## src/rtl/fifo_write_arbiter.sv

```systemverilog
// Round-robin, packet-aware arbiter sharing the FIFO_memory write port among NUM_REQ requesters.
// A winner keeps the port until its last beat or until MAX_BURST beats, whichever comes first.
module fifo_write_arbiter #(
  parameter int unsigned DATA_SIZE = 8,
  parameter int unsigned NUM_REQ   = 4,
  parameter int unsigned MAX_BURST = 16,
  localparam int unsigned IdW      = $clog2(NUM_REQ)
) (
  input  logic                         wclk,
  input  logic                         wrst,
  input  logic [NUM_REQ-1:0]           req_valid,
  input  logic [NUM_REQ*DATA_SIZE-1:0] req_data,
  input  logic [NUM_REQ-1:0]           req_last,
  output logic [NUM_REQ-1:0]           req_ready,
  input  logic                         wfull,
  output logic [DATA_SIZE-1:0]         wdata,
  output logic                         wclk_en,
  output logic [IdW-1:0]               grant_id,
  output logic                         burst_err
);

  localparam int unsigned CntW = $clog2(MAX_BURST);

  typedef enum logic {StIdle, StLocked} state_e;

  state_e          state_q, state_d;
  logic [IdW-1:0]  owner_q, owner_d;
  logic [IdW-1:0]  rr_ptr_q, rr_ptr_d;
  logic [CntW-1:0] beat_cnt_q, beat_cnt_d;
  logic            burst_err_q, burst_err_d;

  logic [DATA_SIZE-1:0] data_arr [NUM_REQ];
  logic [IdW:0]         cand;
  logic                 win_found;
  logic [IdW-1:0]       win_id;
  logic                 sel_vld;
  logic [IdW-1:0]       sel_id;
  logic [IdW-1:0]       sel_inc;

  always_comb begin
    for (int i = 0; i < NUM_REQ; i++) begin
      data_arr[i] = req_data[i*DATA_SIZE +: DATA_SIZE];
    end
  end

  // Search rr_ptr, rr_ptr+1, ... modulo NUM_REQ; first valid requester wins.
  always_comb begin
    win_found = 1'b0;
    win_id    = '0;
    cand      = '0;
    for (int k = 0; k < NUM_REQ; k++) begin
      cand = {1'b0, rr_ptr_q} + (IdW+1)'(k);
      if (cand >= (IdW+1)'(NUM_REQ)) begin
        cand = cand - (IdW+1)'(NUM_REQ);
      end
      if (!win_found && req_valid[cand[IdW-1:0]]) begin
        win_found = 1'b1;
        win_id    = cand[IdW-1:0];
      end
    end
  end

  assign sel_vld = (state_q == StLocked) || win_found;
  assign sel_id  = (state_q == StLocked) ? owner_q : win_id;
  assign sel_inc = (sel_id == IdW'(NUM_REQ - 1)) ? '0 : sel_id + 1'b1;

  always_comb begin
    req_ready = '0;
    wclk_en   = 1'b0;
    wdata     = '0;
    grant_id  = '0;
    if (!wrst && sel_vld) begin
      req_ready[sel_id] = !wfull;
      wclk_en           = req_valid[sel_id] && !wfull;
      wdata             = data_arr[sel_id];
      grant_id          = sel_id;
    end
  end

  always_comb begin
    state_d     = state_q;
    owner_d     = owner_q;
    rr_ptr_d    = rr_ptr_q;
    beat_cnt_d  = beat_cnt_q;
    burst_err_d = 1'b0;
    if (wclk_en) begin
      if (req_last[sel_id]) begin
        state_d    = StIdle;
        rr_ptr_d   = sel_inc;
        beat_cnt_d = '0;
      end else if (state_q == StIdle) begin
        state_d    = StLocked;
        owner_d    = sel_id;
        beat_cnt_d = CntW'(1);
      end else if (beat_cnt_q == CntW'(MAX_BURST - 1)) begin
        // Burst limit reached without a last beat: release and flag it.
        state_d     = StIdle;
        rr_ptr_d    = sel_inc;
        beat_cnt_d  = '0;
        burst_err_d = 1'b1;
      end else begin
        beat_cnt_d = beat_cnt_q + 1'b1;
      end
    end
  end

  always_ff @(posedge wclk or posedge wrst) begin
    if (wrst) begin
      state_q     <= StIdle;
      owner_q     <= '0;
      rr_ptr_q    <= '0;
      beat_cnt_q  <= '0;
      burst_err_q <= 1'b0;
    end else begin
      state_q     <= state_d;
      owner_q     <= owner_d;
      rr_ptr_q    <= rr_ptr_d;
      beat_cnt_q  <= beat_cnt_d;
      burst_err_q <= burst_err_d;
    end
  end

  assign burst_err = burst_err_q;

endmodule

```

## config.mk

```make
export PLATFORM = sky130hd
export DESIGN_NAME = fifo_write_arbiter
export DESIGN_NICKNAME = d
export VERILOG_FILES = /design/src/rtl/fifo_write_arbiter.sv
export SDC_FILE = /design/constraint.sdc
export NUM_CORES = 1
export LEC_CHECK = 0
export ABC_CLOCK_PERIOD_IN_PS = 7000
export CORE_ASPECT_RATIO = 1.1
export CORE_MARGIN = 2
export CORE_UTILIZATION = 44
export CTS_CLUSTER_SIZE = 40
export DETAILED_ROUTE_END_ITERATION = 8
export PLACE_DENSITY = 0.83
export SLEW_MARGIN = 20
export SYNTH_ARGS = -nofsm -noshare
export SYNTH_HDL_FRONTEND = slang
export SYNTH_SLANG_ARGS = --single-unit
```

## constraint.sdc

```tcl
create_clock -name wclk -period 7 [get_ports wclk]
set_input_delay 1.05 -clock wclk [delete_from_list [all_inputs] [get_ports wclk]]
set_output_delay 1.05 -clock wclk [all_outputs]
set_load 0.03 [all_outputs]
```

# After elaboration in Yosys (flattened, before gate mapping)
# Index checks and enable logic that the tools add are counted.
# op_classes
n_addsub,9
magnitude_cmp,11
eq_ne,2
n_mux,48
bitwise,4
n_reduce_logical,16
# ops
cell,count
2-to-1 mux 2 bit,14
2-to-1 mux 8 bit,3
2-to-1 mux 1 bit,19
binary-select mux 8 bit (select 2 bit),1
2-to-1 mux 4 bit,4
less-than comparator 2 x 3 -> 1 bit (second input constant),5
binary-select mux 1 bit (select 2 bit),6
greater-or-equal comparator 3 bit (second input constant),4
subtractor 2 x 1 -> 2 bit (second input constant),4
adder 2 x 2 -> 3 bit (second input constant),2
logical AND 1 bit,6
AND reduction 3 bit,2
zero test 1 bit,5
adder 4 x 1 -> 4 bit (second input constant),1
bitwise AND 4 bit,1
equality test 4 bit (second input constant),1
nonzero test 2 bit,2
adder 2 x 1 -> 3 bit (second input constant),1
greater-or-equal comparator 2 x 3 -> 1 bit (second input constant),1
inverter 2 -> 3 bit,1
adder 2 x 1 -> 2 bit (second input constant),1
demux 1 bit (select 2 bit),1
equality test 2 bit (second input constant),1
greater-or-equal comparator 2 x 1 -> 1 bit (second input constant),1
2 further kinds,3
# word_totals
regBits,10
output_inout_bits,16
elab_cells,95

# Logic depth before layout (Yosys ltp)
# depth
depth_word,21
mapped_depth,9
mapped_depth_nobuf,8

# Least setup slack after synthesis
# No wires, ideal clock.
# synth_path
kind,input to output
from,in req_valid[0]
to,out wdata[0]
arrival_ps,2866
slack_ps,3084
stages,9
path_buffers,2
cell_sequence,buf_4 > nor2b_1 > o311a_1 > or3_4 > a22oi_4 > inv_2 > buf_2 > mux4_2 > and2_1
# synth_via
elab_chain_cells,18
# synth_lines
element,line,source
from (decl),11,"input logic [NUM_REQ-1:0] req_valid,"
binary-select mux 1 bit (select 2 bit),56,if (!win_found && req_valid[cand[IdW-1:0]]) begin
2-to-1 mux 1 bit (not written as such),56,
2-to-1 mux 1 bit,56,
zero test 1 bit,56,
logical AND 1 bit,56,
2-to-1 mux 1 bit,56,
zero test 1 bit,56,
logical AND 1 bit,56,
2-to-1 mux 1 bit,56,
zero test 1 bit,56,
logical AND 1 bit,56,
2-to-1 mux 2 bit,56,
2-to-1 mux 2 bit,64,assign sel_id = (state_q == StLocked) ? owner_q : win_id;
inverter 2 -> 3 bit (not written as such),75,wdata = data_arr[sel_id];
binary-select mux 8 bit (select 2 bit),75,
2-to-1 mux 8 bit (not written as such) (2 in series),75,
2-to-1 mux 8 bit (*),72,if (!wrst && sel_vld) begin
to (decl),16,"output logic [DATA_SIZE-1:0] wdata,"
# Every way passes the cells marked *; elsewhere a longest branch is shown, timed or not. The select of a mux whose other input is x is not followed.

# Worst setup path after layout
# layout_path
from,in req_valid[0]
to,out wdata[7]
# The elaborated chain is that of the path after synthesis.

==> flow_metrics.env <==
export IMPL_status="completed"
export IMPL_maxSlewViolCount=0
export IMPL_stdcell_area_mm2=0.00181
export IMPL_crit_path_start_kind="primary input"
export IMPL_cts_made_buffers=3
export IMPL_syn_to_final_growth_pct=53.0
export IMPL_synth_seq_cells=10
export IMPL_hold_depth=2
export IMPL_place_area_mm2=0.00178
export IMPL_clk_latency_ns=0.27
export IMPL_end_kind="output port"
export IMPL_diodes=0
export IMPL_portBuffers=58
export IMPL_multiInputGateArea_um2=858
export IMPL_max_cap_violations=0
export IMPL_ctsHtreeMaxLevel=1
export IMPL_die_h_um=58.4
export IMPL_min_path_type="reg -> reg"
export IMPL_track_usage_pct=24.0
export IMPL_synth_nets=165
export IMPL_relSlewSlack_pct=48.2
export IMPL_synth_edff_count=0
export IMPL_synth_cell_types=45
export IMPL_drive_gt1_share_pct=17.0
export IMPL_antenna_found_initial=0
export IMPL_powerDensity_mw_per_mm2=350
export IMPL_period_needed_ns=5.17
export IMPL_drtIter0Drc=30
export IMPL_yosys_warnings=0
export IMPL_crit_chain="clkdlybuf4s50_1, inv_1, o221ai_1, a221oi_2, nor2_2, mux4_2, and2_1, clkdlybuf4s50_1"
export IMPL_final_nets=223
export IMPL_hpwl_um=2840
export IMPL_grt_pass1_vias=1188
export IMPL_hold_path_end="owner_q[0]$_DFFE_PP0P_"
export IMPL_rr_startpoint="state_q$_DFFE_PP0P_"
export IMPL_dieArea_mm2=0.00312
export IMPL_seq_area_frac_synth_pct=21.1
export IMPL_grt_overflow=0
export IMPL_cts_hold_buf=0
export IMPL_rsz0062_at_grt="no"
export IMPL_core_region_area_mm2=0.00252
export IMPL_ir_worst_vdd_mv=0.317
export IMPL_r2r_slack_ns=4.10
export IMPL_synthCells=119
export IMPL_fin_tns_setup_ns=0
export IMPL_remaining_drc_errors=0
export IMPL_cts_setup_buffers=0
export IMPL_dr_pass1_iters=6
export IMPL_path_delay_family="buffers and inverters"
export IMPL_postRouteAntennaNets=0
export IMPL_wl_per_cell_um=16.8
export IMPL_crit_top_cell="clkdlybuf4s50_1"
export IMPL_p_leak_uw=0.000772
export IMPL_setup_viol=0
export IMPL_tightest_slew_ns=0.777
export IMPL_syn_avg_cell_area_um2=9.96
export IMPL_viasPerCell=5.76
export IMPL_reg2reg_to="rr_ptr_q[1]$_DFFE_PP0P_"
export IMPL_path_max_fanout=13
export IMPL_cts_resized=0
export IMPL_arrival_ns=4.12
export IMPL_wl_um=3490
export IMPL_path_buf_inv=3
export IMPL_slowest_delay_ns=0.63
export IMPL_syn_cell_area_mm2=0.00118
export IMPL_path_class="in -> out"
export IMPL_vias=1192
export IMPL_dp_slack_ns=1.82
export IMPL_hold_viol=0
export IMPL_slowest_stage="nor2_2"
export IMPL_dieWidth_um=53.5
export IMPL_num_rows=19
export IMPL_setup_slack_ns=1.83
export IMPL_min_from="owner_q[0]$_DFFE_PP0P_"
export IMPL_start_util_pct=47.0
export IMPL_clock_fmax_mhz=193
export IMPL_nFillCells=191
export IMPL_cts_tree="yes"
export IMPL_place_gp_congestion=0.792
export IMPL_cts_sinks=10
export IMPL_grt_max_degree=14
export IMPL_seq_area_um2=250
export IMPL_synth_async_sr_flop_share_pct=100
export IMPL_fin_crit_sh_pct=73.9
export IMPL_path_clk_slew_ns=0.07
export IMPL_reg2reg_depth=7
export IMPL_cts_root_buf="clkbuf_4"
export IMPL_ios=59
export IMPL_grt_first_pass_wirelength_um=5510
export IMPL_cts_buffer_depth=2
export IMPL_finalClockSkew_ns=0.000610
export IMPL_required_ns=5.95
export IMPL_synth_top_flop_cell="dfrtp_1"
## stage by stage
stage / cells / hold slack (ns) / power, uW / utilization (%)
after floorplan: 119 / 0.497 / 459 / -
after global placement: 203 / 0.536 / 573 / 70.5
after detailed placement: 203 / 0.545 / 582 / 70.5
after CTS: 207 / 0.564 / 638 / 71.9
after global routing: 207 / 0.631 / 678 / 71.9
final: 207 / 0.552 / 635 / 71.9
## cells in the mapped netlist, types with 2 or more instances
cell        n  area (um2)
inv_2       2        7.51
nor3_1      4        20.0
a21o_1      2        15.0
o2111ai_1   2        17.5
buf_2       4        20.0
and3_1      5        31.3
nor2b_1     3        18.8
o21ai_0     3        15.0
dfrtp_1    10         250
ha_1        3        37.5
and2_1      9        56.3
a221oi_2    2        30.0
mux4_2      8         180
inv_1      11        41.3
o211a_1     2        20.0
a21oi_1     2        10.0
nand2_1     5        18.8
nor2_1     10        37.5
o22ai_2     3        37.5
mux2i_1     4        40.0
## routing by layer
layer  track usage [%]  vias up  share of wire [%]
met1              27.7      564                 41
li1                  -      566                  -
met3              5.84        6                9.6
met2              42.9       56                 49
met4              7.33        0                1.1
met5                 0        -                  0
## registers in the layout (all words and copies together), names as in the netlist
| name | cells |
|---|---|
| beat_cnt_q | 4 |
| owner_q | 2 |
| rr_ptr_q | 2 |
| burst_err | 1 |
| state_q | 1 |
## how the worst max path moves through the flow
stage	from	endpoint	slack, ns	cells after the start
after global routing	req_valid[0]	wdata[3]	1.62	8
after detailed placement	req_valid[0]	wdata[5]	1.82	8
after floorplan	req_valid[0]	wdata[0]	3.08	9
after global placement	req_valid[0]	wdata[5]	1.85	8
after CTS	req_valid[0]	wdata[5]	1.82	8
final	req_valid[0]	wdata[7]	1.83	8
## cell type report
type,count,share of cell area [%]
clock buffers,4,2.00
inverters,13,2.69
multi-input cells,91,47.3
flip-flops and latches,10,13.8
well taps,31,2.14
repair buffers,58,32.0
## placed cells by master, fill, tap and decap left out, types with 4 or more instances in the layout
master,n
clkdlybuf4s50_1,58
inv_1,11
nor2_1,10
dfrtp_1,10
and2_1,9
mux4_2,8
and3_1,5
nand2_1,5
nor3_1,4
mux2i_1,4
## worst reg2reg max path, delay by kind of cell, from the launching register on
kind	cells	cell delay, ns
simple gates	3	1.08
flops	1	0.53
compound gates	1	0.45
mux	1	0.33
buf+inv	2	0.40
## power by group
part	total, uW	internal (uW)	switching, uW
Combinational	467	227	240
Clock	54.4	31.6	22.8
Sequential	114	79.1	34.7
## cell families after synthesis
logic type	after synthesis	share of synthesized area, %
and+or+nand+nor	47	24.2
AOI/OAI and AO/OA	26	23.3
buffers and inverters	18	6.44
muxes	15	21.8
DFF	10	21.1
adders and majority gates	3	3.17
No activity file was read; power rests on OpenSTA's default activity.
